### src/rtl/led_scan_ctrl.sv
// Four-digit multiplexed 7-segment scanner with per-digit blink and a 4-phase update handshake.
// Latency: outputs are registered, one cycle behind index/active-register changes; updates land on a frame boundary.
// Backpressure: upd_req is ignored while an update is pending or being acknowledged; the scan itself never stalls.
module led_scan_ctrl #(
  parameter logic [15:0] SCAN_DIV     = 16'd25000,
  parameter logic [5:0]  BLINK_FRAMES = 6'd32
) (
  input  logic        clk,
  input  logic        reset,
  input  logic        upd_req,
  input  logic [15:0] upd_data,
  input  logic [3:0]  upd_blink,
  output logic        upd_ack,
  output logic [3:0]  digit_en,
  output logic [6:0]  seg,
  output logic        frame_tick
);

  typedef enum logic [1:0] {ST_IDLE, ST_PEND, ST_ACK} state_t;

  state_t      state_q, state_d;
  logic [15:0] div_q, div_d;
  logic [1:0]  idx_q, idx_d;
  logic [5:0]  blink_cnt_q, blink_cnt_d;
  logic        blink_phase_q, blink_phase_d;
  logic [15:0] act_code_q, act_code_d;
  logic [3:0]  act_blink_q, act_blink_d;
  logic [15:0] pend_code_q, pend_code_d;
  logic [3:0]  pend_blink_q, pend_blink_d;
  logic        upd_ack_q, upd_ack_d;
  logic [3:0]  digit_en_q, digit_en_d;
  logic [6:0]  seg_q, seg_d;
  logic        frame_tick_q, frame_tick_d;

  logic        slot_tick;
  logic        frame_bnd;
  logic        blank;
  logic [3:0]  code_sel;

  // Segment patterns: a is bit 0, g is bit 6; A shows a dash, B-F are blank.
  function automatic logic [6:0] seg_decode(input logic [3:0] code);
    case (code)
      4'h0:    seg_decode = 7'h3F;
      4'h1:    seg_decode = 7'h06;
      4'h2:    seg_decode = 7'h5B;
      4'h3:    seg_decode = 7'h4F;
      4'h4:    seg_decode = 7'h66;
      4'h5:    seg_decode = 7'h6D;
      4'h6:    seg_decode = 7'h7D;
      4'h7:    seg_decode = 7'h07;
      4'h8:    seg_decode = 7'h7F;
      4'h9:    seg_decode = 7'h6F;
      4'hA:    seg_decode = 7'h40;
      default: seg_decode = 7'h00;
    endcase
  endfunction

  // Free-running scan timing, blink phase and registered display outputs.
  always_comb begin
    slot_tick     = (div_q == SCAN_DIV);
    frame_bnd     = slot_tick && (idx_q == 2'd3);
    div_d         = slot_tick ? 16'd0 : div_q + 16'd1;
    idx_d         = idx_q + {1'b0, slot_tick};
    blink_cnt_d   = blink_cnt_q;
    blink_phase_d = blink_phase_q;
    if (frame_bnd) begin
      if (blink_cnt_q == BLINK_FRAMES - 6'd1) begin
        blink_cnt_d   = 6'd0;
        blink_phase_d = ~blink_phase_q;
      end else begin
        blink_cnt_d   = blink_cnt_q + 6'd1;
      end
    end
    code_sel     = act_code_q[{idx_q, 2'b00} +: 4];
    blank        = blink_phase_q & act_blink_q[idx_q];
    digit_en_d   = blank ? 4'b0000 : (4'b0001 << idx_q);
    seg_d        = blank ? 7'h00 : seg_decode(code_sel);
    frame_tick_d = frame_bnd;
  end

  // Update handshake: capture in IDLE, commit at the next frame boundary, hold ack until req drops.
  always_comb begin
    state_d      = state_q;
    pend_code_d  = pend_code_q;
    pend_blink_d = pend_blink_q;
    act_code_d   = act_code_q;
    act_blink_d  = act_blink_q;
    upd_ack_d    = 1'b0;
    case (state_q)
      ST_IDLE: begin
        if (upd_req) begin
          pend_code_d  = upd_data;
          pend_blink_d = upd_blink;
          state_d      = ST_PEND;
        end
      end
      ST_PEND: begin
        if (frame_bnd) begin
          act_code_d  = pend_code_q;
          act_blink_d = pend_blink_q;
          state_d     = ST_ACK;
        end
      end
      ST_ACK: begin
        upd_ack_d = upd_req;
        if (!upd_req) begin
          state_d = ST_IDLE;
        end
      end
      default: state_d = ST_IDLE;
    endcase
  end

  // State register; reset blanks the display and drops any in-flight update.
  always_ff @(posedge clk) begin
    if (reset) begin
      state_q       <= ST_IDLE;
      div_q         <= 16'd0;
      idx_q         <= 2'd0;
      blink_cnt_q   <= 6'd0;
      blink_phase_q <= 1'b0;
      act_code_q    <= 16'd0;
      act_blink_q   <= 4'd0;
      pend_code_q   <= 16'd0;
      pend_blink_q  <= 4'd0;
      upd_ack_q     <= 1'b0;
      digit_en_q    <= 4'd0;
      seg_q         <= 7'd0;
      frame_tick_q  <= 1'b0;
    end else begin
      state_q       <= state_d;
      div_q         <= div_d;
      idx_q         <= idx_d;
      blink_cnt_q   <= blink_cnt_d;
      blink_phase_q <= blink_phase_d;
      act_code_q    <= act_code_d;
      act_blink_q   <= act_blink_d;
      pend_code_q   <= pend_code_d;
      pend_blink_q  <= pend_blink_d;
      upd_ack_q     <= upd_ack_d;
      digit_en_q    <= digit_en_d;
      seg_q         <= seg_d;
      frame_tick_q  <= frame_tick_d;
    end
  end

  assign upd_ack    = upd_ack_q;
  assign digit_en   = digit_en_q;
  assign seg        = seg_q;
  assign frame_tick = frame_tick_q;

endmodule

### config.mk
export PLATFORM = sky130hd
export DESIGN_NAME = led_scan_ctrl
export DESIGN_NICKNAME = d
export VERILOG_FILES = /design/src/rtl/led_scan_ctrl.sv
export SDC_FILE = /design/constraint.sdc
export NUM_CORES = 1
export LEC_CHECK = 0
export BUFFER_PORTS_ARGS = -buffer_cell sky130_fd_sc_hd__buf_2
export CAP_MARGIN = 40
export CORE_AREA = 4 4 85 87
export CTS_BUF_LIST = sky130_fd_sc_hd__clkbuf_4 sky130_fd_sc_hd__clkbuf_8
export DETAILED_ROUTE_END_ITERATION = 10
export DIE_AREA = 0 0 89 91
export PLACE_DENSITY = 0.76
export SYNTH_ARGS = -nofsm -noshare
export SYNTH_HDL_FRONTEND = slang
export SYNTH_SLANG_ARGS = --single-unit
export TNS_END_PERCENT = 5
### constraint.sdc
create_clock -name clk -period 1.8 [get_ports clk]
set_input_delay 0.27 -clock clk [delete_from_list [all_inputs] [get_ports clk]]
set_output_delay 0.27 -clock clk [all_outputs]
set_load 0.02 [all_outputs]
==> results of run 1 <==
## final cells by class
class	instances	area [sq um]	area share
Clock buffer	11	145.1	0.03547
Multi-Input combinational cell	269	1734	0.4239
Clock inverter	4	53.80	0.01315
Timing Repair Buffer	62	411.6	0.1006
Tap cell	77	96.34	0.02355
Sequential cell	80	1607	0.3927
Inverter	11	43.79	0.01070
## power groups by stage
stage               Clock (W)  Sequential (W)  Combinational [W]
global route          0.00145         0.00183           0.000220
global placement            0         0.00187           0.000189
finish                0.00132         0.00183           0.000193
detailed placement          0         0.00187           0.000193
floorplan                   0         0.00188           0.000110
CTS                   0.00135         0.00183           0.000194
## cells in the mapped netlist, types with 2 or more instances
master,count,share of area
o21ai_0,8,0.012
nor2b_1,4,0.0072
clkbuf_1,12,0.013
nor2_1,21,0.023
o31ai_1,3,0.0065
buf_4,3,0.0065
mux4_1,3,0.023
nor3_1,3,0.0043
buf_6,2,0.0065
ha_1,10,0.036
a21o_1,2,0.0043
a21oi_1,33,0.048
and4_1,3,0.0076
xor2_1,6,0.015
nand2_1,90,0.098
nor4_1,3,0.0054
xnor2_1,6,0.015
and3_1,5,0.0090
inv_1,9,0.0098
or3_1,5,0.0090
mux2i_1,20,0.058
dfxtp_1,80,0.46
nand4_1,8,0.014
buf_2,5,0.0072
nand3_1,6,0.0087
mux4_2,2,0.013
or4_1,2,0.0043
nor3b_1,3,0.0065
## repair_timing
item,CTS,global route
endpoints found under the setup margin,5,27
hold buffers,0,0
setup buffers,0,1
hold endpoints to repair,0,0
cloned,0,1
gates resized for setup,2,13
## registers in the layout (all words and copies together), names as in the netlist
signal         count
act_code_q        16
div_q             16
pend_code_q       16
seg                7
blink_cnt_q        6
act_blink_q        4
digit_en           4
pend_blink_q       4
idx_q              2
state_q            2
blink_phase_q      1
frame_tick         1
upd_ack            1
## kinds of logic (layout without fill, tap and decap cells)
family / Yosys count / in the layout / share of synthesized area
AO/OA/AOI/OAI: 56 / 56 / 0.09838
XOR/XNOR: 12 / 12 / 0.03038
adder cells (fa/ha/maj): 10 / 10 / 0.03617
buffers and inverters: 33 / 88 / 0.04520
flip-flops: 80 / 80 / 0.4629
multiplexers: 27 / 27 / 0.1013
AND/OR/NAND/NOR: 164 / 164 / 0.2257
## path summary, 6_finish.rpt
| check | start | end | slack [ns] | depth (start not counted) |
|---|---|---|---|---|
| worst max-delay path | idx_q[0]$_SDFF_PP0_ | seg[6]$_SDFF_PP0_ | 0.04 | 4 |
| worst min-delay path | upd_blink[2] | pend_blink_q[2]$_SDFFE_PP0P_ | 0.14 | 3 |
| worst max register to register | idx_q[0]$_SDFF_PP0_ | seg[6]$_SDFF_PP0_ | 0.04 | 4 |
| worst min register to register | act_code_q[6]$_SDFFE_PP0P_ | act_code_q[6]$_SDFFE_PP0P_ | 0.45 | 2 |
## per-layer routing
metal / vias to the layer above / track usage / wire length [um]
met5: - / 0 / 0
met4: 0 / 0.05707 / 101
met3: 10 / 0.06335 / 286
met2: 43 / 0.2902 / 3276
met1: 1252 / 0.2261 / 3130
li1: 1416 / - / -
## metrics by stage
stage            util  hold WS [ns]  power, W  TNS (ns)
6_report       0.6443        0.1446  0.003347         0
5_1_grt        0.6443        0.1246  0.003507   -0.1199
4_1_cts        0.6325        0.1320  0.003376         0
3_5_place_dp   0.6014        0.4475  0.002065   -0.1177
3_3_place_gp   0.6014        0.4455  0.002061         0
2_1_floorplan       -        0.4060  0.001991         0
## critical path, cell delays in order (launching register included)
cell	delay, ns
dfxtp_4	0.41
mux4_2	0.58
ha_2	0.24
or3_1	0.38
o41ai_2	0.05
==> impl_metrics.py, run 1 <==
metrics = {
    "cells_and_area": {
        "layout.cells.non_filler": 514,
        "diodes": 0,
        "final_common_cell": "nand2_1",
        "fillers": 533,
        "final_net_count": 466,
        "area_delta_synth_final_pct": 18.26,
        "final_cell_area_sq_um": 4091,
        "drive_above_1_share": 0.2426,
        "mostFrequentLayoutCells": "nand2_1, dfxtp_1, buf_2",
    },
    "hold_path": {
        "min_path_type": "in -> reg",
    },
    "power": {
        "powerDensity_nw_per_um2": 818.1,
        "p_leak_nw": 1.578,
        "power_switching_share": 0.2293,
        "comb_power_share": 0.058,
        "power_frac_clock": 0.396,
        "p_sw_w": 0.0007676,
        "internal-power_w": 0.002580,
        "p_seq_frac": 0.546,
        "vdd_drop_max_uv": 685.6,
    },
    "route": {
        "routed_via_density": 5.294,
        "drtAntennaViolNets": 0,
        "dr.pass1.iters": 4,
        "dr_total_vias": 2721,
        "wl_per_cell_um": 13.22,
        "post-route-drc-count": 0,
        "drtIter0Drc": 116,
        "postRouteWirelength_um": 6794,
    },
    "die": {
        "floorplan.initialDensity": 0.5448,
        "chipWidth_um": 89,
        "ios": 36,
        "fp.dieH_um": 91,
        "core_sq_um": 6350,
        "num_rows": 29,
        "dieArea_sq_um": 8099,
    },
    "global_routing": {
        "grt_overflow": 0,
        "antenna_found_initial": 0,
        "grt_pass1_wl_um": 11650,
        "track_usage": 0.1807,
        "grt_max_degree": 42,
        "grt_pass1_vias": 2584,
    },
    "sta": {
        "tightest_slew_ns": 0.3838,
        "fmax_mhz": 568.4,
        "fin_crit_sh": 0.9775,
        "setup_violations": 0,
        "slew_headroom": 0.7375,
        "hold_viol_final": 0,
        "setup_ws_ns": 0.04058,
        "fin_skew_ns": 0.01423,
        "finalCriticalPeriod_ns": 1.759,
        "rsz0062_at_grt": "true",
        "drv_slew": 0,
    },
    "setup_path": {
        "start_kind": "flip-flop",
        "cp-end-kind": "flip-flop",
        "worstSetupPathType": "reg -> reg",
        "crit_fanout": 7,
        "worstPathArrival_ns": 2.02,
        "crit_required_ns": 2.06,
    },
    "flow_run": {
        "cap_violations": 0,
    },
    "clocking": {
        "max-clock-path-buffers": 2,
        "clock-root-buffer": "clkbuf_8",
        "cts_buffers": 9,
        "numClockSinks": 80,
        "cts_tree": "yes",
        "insertion_delay_ns": 0.35,
        "htreeDepth": 3,
        "clk_pin_slew_ns": 0.08,
    },
    "yosys": {
        "synthesis.nets": 415,
        "async_reset_ff_frac": 0,
        "synthCells": 382,
        "postSynthAreaPerCell_sq_um": 9.056,
        "synth-seq-area-share": 0.4629,
        "ys_warn_count": 0,
        "ys_ff_latch": 80,
        "synth_ff_type": "dfxtp_1",
        "synth_edf_count": 0,
        "syn_area_sq_um": 3460,
        "synthDistinctLibCells": 53,
    },
    "placed_design": {
        "gp_congestion": 0.8412,
        "post-place-ws_ns": -0.04724,
        "placed_area_sq_um": 3819,
        "hpwl_um": 4633,
        "dp.cells": 497,
        "io_buffers": 35,
    },
    "run_status": {
        "outcome": "complete, no violations",
    },
}
(Power assumes the default switching activity.)
==> run 2, diff against run 1 <==
--- a/config.mk
+++ b/config.mk
@@ -5,13 +5,14 @@
 export SDC_FILE = /design/constraint.sdc
 export NUM_CORES = 1
 export LEC_CHECK = 0
+export ABC_AREA = 1
 export BUFFER_PORTS_ARGS = -buffer_cell sky130_fd_sc_hd__buf_2
 export CAP_MARGIN = 40
-export CORE_AREA = 4 4 85 87
+export CORE_AREA = 4 4 86 88
 export CTS_BUF_LIST = sky130_fd_sc_hd__clkbuf_4 sky130_fd_sc_hd__clkbuf_8
 export DETAILED_ROUTE_END_ITERATION = 10
-export DIE_AREA = 0 0 89 91
-export PLACE_DENSITY = 0.76
+export DIE_AREA = 0 0 90 92
+export PLACE_DENSITY = 0.77
 export SYNTH_ARGS = -nofsm -noshare
 export SYNTH_HDL_FRONTEND = slang
 export SYNTH_SLANG_ARGS = --single-unit
==> run 2 against run 1 <==
Compared with the run above:
- global-route usage up 1.2 points
- register-to-register slack better by 0.13 ns
- clock power hardly changed
==> impl_metrics.py, run 2 <==
metrics = {
    "cells_and_area": {
        "multi_input_area_sq_um": 1645,
        "fillers": 613,
        "final_common_cell": "nor2_1",
        "final_cell_area_sq_um": 4109,
        "area_delta_synth_final_pct": 14.74,
        "final_net_count": 586,
        "drive_above_1_share": 0.1436,
        "reg_top3": "act_code_q: 16 flops, div_q: 16 flops, pend_code_q: 16 flops",
        "mostFrequentLayoutCells": "nor2_1, nand2_1, dfxtp_1",
        "diodes": 0,
        "seq_area_sq_um": 1602,
    },
    "global_routing": {
        "grt_overflow": 0,
        "grt_pass1_vias": 3148,
        "grt_pass1_wl_um": 13340,
        "track_usage": 0.1927,
        "grt_max_degree": 40,
        "antenna_found_initial": 0,
    },
    "yosys": {
        "ys_warn_count": 0,
        "synth_top_cell_by_area": "dfxtp_1",
        "ys_ff_latch": 80,
        "synth-seq-area-share": 0.4472,
        "synthCells": 511,
        "async_reset_ff_frac": 0,
        "syn_area_sq_um": 3581,
        "synth_ff_type": "dfxtp_1",
        "synth.top_cells.by_area": "dfxtp_1, nor2_1, nand2_1",
        "synth_edf_count": 0,
        "yosys-top-cells-count": "nor2_1, nand2_1, dfxtp_1, inv_1, a21oi_1",
        "synth_top_cell_area_share": 0.4472,
        "synthDistinctLibCells": 24,
        "yosysMostFrequentCell": "nor2_1",
        "synthesis.nets": 544,
        "postSynthAreaPerCell_sq_um": 7.008,
    },
    "placed_design": {
        "gp_congestion": 0.9544,
        "hpwl_um": 5279,
        "io_buffers": 35,
        "placed_area_sq_um": 3902,
    },
    "sta": {
        "fin_crit_sh": 0.9035,
        "finalCriticalPeriod_ns": 1.626,
        "rsz0062_at_grt": "false",
        "drv_slew": 0,
        "fin_skew_ns": 0.004673,
        "slew_headroom": 0.6947,
        "tightest_slew_ns": 0.4537,
        "setup_violations": 0,
        "fmax_mhz": 614.9,
        "fin_tns_setup_ns": 0,
        "hold_slack_ns": 0.1715,
        "hold_viol_final": 0,
    },
    "route": {
        "routed_via_density": 5.102,
        "dr.pass1.iters": 4,
        "post-route-drc-count": 0,
        "drtIter0Drc": 180,
        "drtAntennaViolNets": 0,
        "wl_per_cell_um": 11.79,
        "postRouteWirelength_um": 7512,
        "dr_total_vias": 3250,
    },
    "clocking": {
        "max-clock-path-buffers": 2,
        "numClockSinks": 80,
        "htreeDepth": 3,
        "hold_buffers": 0,
        "clock-root-buffer": "clkbuf_8",
        "clk_pin_slew_ns": 0.08,
        "insertion_delay_ns": 0.34,
        "cts_buffers": 9,
        "cts_tree": "yes",
    },
    "die": {
        "floorplan.initialDensity": 0.5390,
        "num_rows": 30,
        "core_sq_um": 6644,
        "dieArea_sq_um": 8280,
        "chipWidth_um": 90,
        "ios": 36,
        "fp.dieH_um": 92,
    },
    "setup_path": {
        "worstSetupPathType": "reg -> reg",
        "crit_path_top_delay_cell": "dfxtp_1",
        "crit_required_ns": 2.04,
        "cpLargestDelayFamily": "simple AND/OR/NAND/NOR gates",
        "start_kind": "flip-flop",
        "slowest_delay_ns": 0.33,
        "crit_buf_inv": 2,
        "worstPathArrival_ns": 1.87,
        "path_cells": "buf_4 -> ha_1 -> nand2_1 -> nor2_1 -> nand2_1 -> inv_1 -> nand3_1 -> o21ai_0 -> nor2_1",
        "crit_fanout": 4,
        "cp-end-kind": "flip-flop",
    },
    "hold_path": {
        "min_path_type": "in -> reg",
    },
    "power": {
        "p_leak_nw": 1.752,
        "powerDensity_nw_per_um2": 818.2,
        "vdd_drop_max_uv": 519.4,
    },
    "flow_run": {
        "cap_violations": 0,
    },
    "run_status": {
        "outcome": "complete, no violations",
    },
}
-- run 2: final cells by class --
| cell class | count | area share |
|---|---|---|
| flip-flops and latches | 80 | 0.3898 |
| repair buffers | 52 | 0.07674 |
| well taps | 80 | 0.02436 |
| multi-input cells | 344 | 0.4004 |
| inverters | 66 | 0.06121 |
| clock buffers | 12 | 0.03715 |
| clock inverters | 3 | 0.01035 |
-- run 2: through the flow --
step / total power [W] / setup slack [ns] / utilization / instances
2_1_floorplan: 0.002017 / 0.008962 / - / 511
5_1_grt: 0.003505 / 0.0003400 / 0.6185 / 637
3_3_place_gp: 0.002085 / 0.1846 / 0.5874 / 622
3_5_place_dp: 0.002092 / 0.1179 / 0.5874 / 622
6_report: 0.003362 / 0.1737 / 0.6185 / 637
4_1_cts: 0.003397 / 0.1065 / 0.6168 / 637
-- run 2: timing repair --
action                     4_1_cts  5_1_grt
buffers inserted                 0        0
gates resized for setup          0        7
setup endpoints to repair        0        8
-- run 2: worst min-delay path, cell delays in order --
cell	delay, ns
buf_2	0.07
inv_1	0.05
nor2_1	0.09
-- run 2: power by group --
part,internal (W),switching (W),total [W]
logic,0.0000762,0.000136,0.000212
clock network,0.000700,0.000611,0.00131
registers,0.00182,0.0000163,0.00184
total,0.00260,0.000764,0.00336
-- run 2: cell families after synthesis --
kind of cell               Yosys count  synth area share
adders and majority gates           10           0.03494
buffers and inverters               87           0.09539
and+or+nand+nor                    254            0.3050
AOI/OAI and AO/OA                   75            0.1052
DFF                                 80            0.4472
xor gates and xnor gates             5           0.01223
-- run 2: path summary, 6_finish.rpt --
path	startpoint	cells past startpoint	endpoint	slack, ns
max	div_q[0]$_SDFF_PP0_	9	div_q[12]$_SDFF_PP0_	0.17
min	upd_req	3	upd_ack$_SDFF_PP0_	0.17
max reg2reg	div_q[0]$_SDFF_PP0_	9	div_q[12]$_SDFF_PP0_	0.17
min reg2reg	pend_code_q[14]$_SDFFE_PP0P_	2	pend_code_q[14]$_SDFFE_PP0P_	0.45
-- run 2: layer usage --
layer,global-route usage,up-vias,part of all wire
met3,0.03445,13,0.053
li1,-,1705,-
met1,0.2331,1456,0.46
met4,0.1071,0,0.021
met5,0,-,0
met2,0.3242,76,0.46
==> run 3, diff against run 2 <==
--- a/config.mk
+++ b/config.mk
@@ -13,6 +13,7 @@
 export DETAILED_ROUTE_END_ITERATION = 10
 export DIE_AREA = 0 0 90 92
 export PLACE_DENSITY = 0.77
+export RECOVER_POWER = 100
 export SYNTH_ARGS = -nofsm -noshare
 export SYNTH_HDL_FRONTEND = slang
 export SYNTH_SLANG_ARGS = --single-unit
==> run 3 against run 2 <==
Compared with the run above:
- critical path depth did not move
- cell count unchanged
- combinational power is 3% lower
- setup slack lost 0.0033 ns
- first-iteration DRC count fell by 6.7%
- critical endpoint unchanged
==> impl_metrics.py, run 3 (synthesized netlist as in run 2, its figures left out) <==
metrics = {
    "hold_path": {
        "hp-start": "upd_req",
        "hold_path_end": "upd_ack$_SDFF_PP0_",
        "whs_path_depth": 3,
        "min_path_type": "in -> reg",
    },
    "power": {
        "power_frac_clock": 0.391,
        "p_sw_w": 0.0007656,
        "internal-power_w": 0.002592,
        "powerDensity_nw_per_um2": 824.6,
        "comb_power_share": 0.061,
        "vdd_drop_max_uv": 519.8,
        "p_leak_nw": 1.688,
        "power_switching_share": 0.2280,
        "p_seq_frac": 0.548,
    },
    "die": {
        "chipWidth_um": 90,
        "dieArea_sq_um": 8280,
        "ios": 36,
        "num_rows": 30,
        "floorplan.initialDensity": 0.5390,
        "core_sq_um": 6644,
        "fp.dieH_um": 92,
    },
    "sta": {
        "fin_skew_ns": 0.006345,
        "finalCriticalPeriod_ns": 1.630,
        "rsz0062_at_grt": "false",
        "fin_crit_sh": 0.9053,
        "hold_viol_final": 0,
        "hold_slack_ns": 0.1701,
        "drv_slew": 0,
        "tightest_slew_ns": 0.7691,
        "fmax_mhz": 613.7,
        "fin_tns_setup_ns": 0,
        "slew_headroom": 0.4873,
        "setup_violations": 0,
    },
    "setup_path": {
        "cpLargestDelayFamily": "simple AND/OR/NAND/NOR gates",
        "r2r_start": "div_q[0]$_SDFF_PP0_",
        "worstSetupPathType": "reg -> reg",
        "crit_path_top_delay_cell": "dfxtp_1",
        "r2r_slack_ns": 0.17,
        "slowest_delay_ns": 0.33,
        "worstPathArrival_ns": 1.87,
        "crit_fanout": 4,
        "start_kind": "flip-flop",
        "worstRegToRegCells": 9,
        "cp-end-kind": "flip-flop",
        "crit_required_ns": 2.04,
        "crit_buf_inv": 2,
        "path_cells": "buf_4 -> ha_1 -> nand2_1 -> nor2_1 -> nand2_1 -> inv_1 -> nand3_1 -> o21ai_0 -> nor2_1",
        "reg2reg_to": "div_q[12]$_SDFF_PP0_",
    },
    "placed_design": {
        "io_buffers": 35,
        "gp_congestion": 0.9544,
        "dp.cells": 622,
        "hpwl_um": 5279,
    },
    "clocking": {
        "cts_buffers": 9,
        "clk_pin_slew_ns": 0.08,
        "clock-root-buffer": "clkbuf_8",
        "max-clock-path-buffers": 2,
        "numClockSinks": 80,
        "insertion_delay_ns": 0.35,
        "cts_tree": "yes",
        "htreeDepth": 3,
        "post_cts_buffers": 0,
    },
    "cells_and_area": {
        "drive_above_1_share": 0.1113,
        "final_common_cell": "nor2_1",
        "reg_top3": "act_code_q: 16 flops, div_q: 16 flops, pend_code_q: 16 flops",
        "fillers": 630,
        "diodes": 0,
        "mostFrequentLayoutCells": "nor2_1, nand2_1, dfxtp_1",
        "final_net_count": 586,
        "area_delta_synth_final_pct": 13.70,
        "layout.cells.non_filler": 637,
    },
    "route": {
        "dr_total_vias": 3278,
        "wl_per_cell_um": 11.87,
        "dr.pass1.iters": 5,
        "postRouteWirelength_um": 7560,
        "drtAntennaViolNets": 0,
        "drtIter0Drc": 168,
        "routed_via_density": 5.146,
        "post-route-drc-count": 0,
    },
    "global_routing": {
        "track_usage": 0.1927,
        "grt_pass1_wl_um": 13340,
        "antenna_found_initial": 0,
        "grt_overflow": 0,
        "grt_pass1_vias": 3148,
        "grt_max_degree": 40,
    },
    "run_status": {
        "outcome": "complete, no violations",
    },
    "flow_run": {
        "cap_violations": 0,
    },
}
## run 3: cell types whose count changed in the layout (fill, tap and decap cells not counted), sizes merged
cell	delta
buf	-19
clkbuf	+19
## run 3: repair_timing
action	4_1_cts	5_1_grt
hold buffers	0	0
resized for setup	0	7
endpoints found under the setup margin	0	8
## run 3: worst max-delay path by stage
stage	from	to	slack, ns	cells past startpoint
after floorplan	idx_q[0]$_SDFF_PP0_	seg[3]$_SDFF_PP0_	0.009	10
after global placement	div_q[1]$_SDFF_PP0_	div_q[2]$_SDFF_PP0_	0.18	10
after detailed placement	idx_q[0]$_SDFF_PP0_	seg[4]$_SDFF_PP0_	0.12	10
after CTS	idx_q[1]$_SDFF_PP0_	seg[3]$_SDFF_PP0_	0.11	9
after global routing	div_q[11]$_SDFF_PP0_	state_q[1]$_SDFFE_PP0P_	0.0003	10
final	div_q[0]$_SDFF_PP0_	div_q[12]$_SDFF_PP0_	0.17	9
## run 3: per-stage QoR
| stage | total power (W) | util | worst slack [ns] | cell area [sq um] |
|---|---|---|---|---|
| floorplan | 0.002017 | - | 0.008962 | 3581 |
| global placement | 0.002085 | 0.5874 | 0.1846 | 3902 |
| detailed placement | 0.002092 | 0.5874 | 0.1179 | 3902 |
| CTS | 0.003397 | 0.6168 | 0.1065 | 4098 |
| global route | 0.003499 | 0.6128 | 0.0003402 | 4071 |
| finish | 0.003357 | 0.6128 | 0.1704 | 4071 |
## run 3: cell type report
type	instances	area (sq um)	area share
multi-input combinational	344	1645	0.4041
timing repair buffer	52	277.8	0.06822
clock inverter	3	42.54	0.01045
tap	80	100.1	0.02459
inverter	66	251.5	0.06177
clock buffer	12	152.6	0.03749
sequential	80	1602	0.3934
## run 3: worst reg2reg max path, cell delays in order (launching register included)
cell	delay, ns
dfxtp_1	0.33
buf_4	0.12
ha_1	0.17
nand2_1	0.09
nor2_1	0.23
nand2_1	0.13
inv_1	0.13
nand3_1	0.08
o21ai_0	0.19
nor2_1	0.06
## run 3: power by group through the flow
stage                     logic (W)  clock network [W]  registers [W]
final                      0.000206            0.00131        0.00184
after floorplan            0.000128                  0        0.00189
after global placement     0.000207                  0        0.00188
after global routing       0.000238            0.00142        0.00184
after CTS                  0.000214            0.00135        0.00184
after detailed placement   0.000212                  0        0.00188
## run 3: routing by layer
metal / vias up / share of wire / global-route usage / wire [um]
met1: 1468 / 0.47 / 0.2331 / 3540
met2: 86 / 0.46 / 0.3242 / 3452
met5: - / 0 / 0 / 0
met3: 17 / 0.047 / 0.03445 / 358
met4: 0 / 0.028 / 0.1071 / 209
li1: 1707 / - / - / -
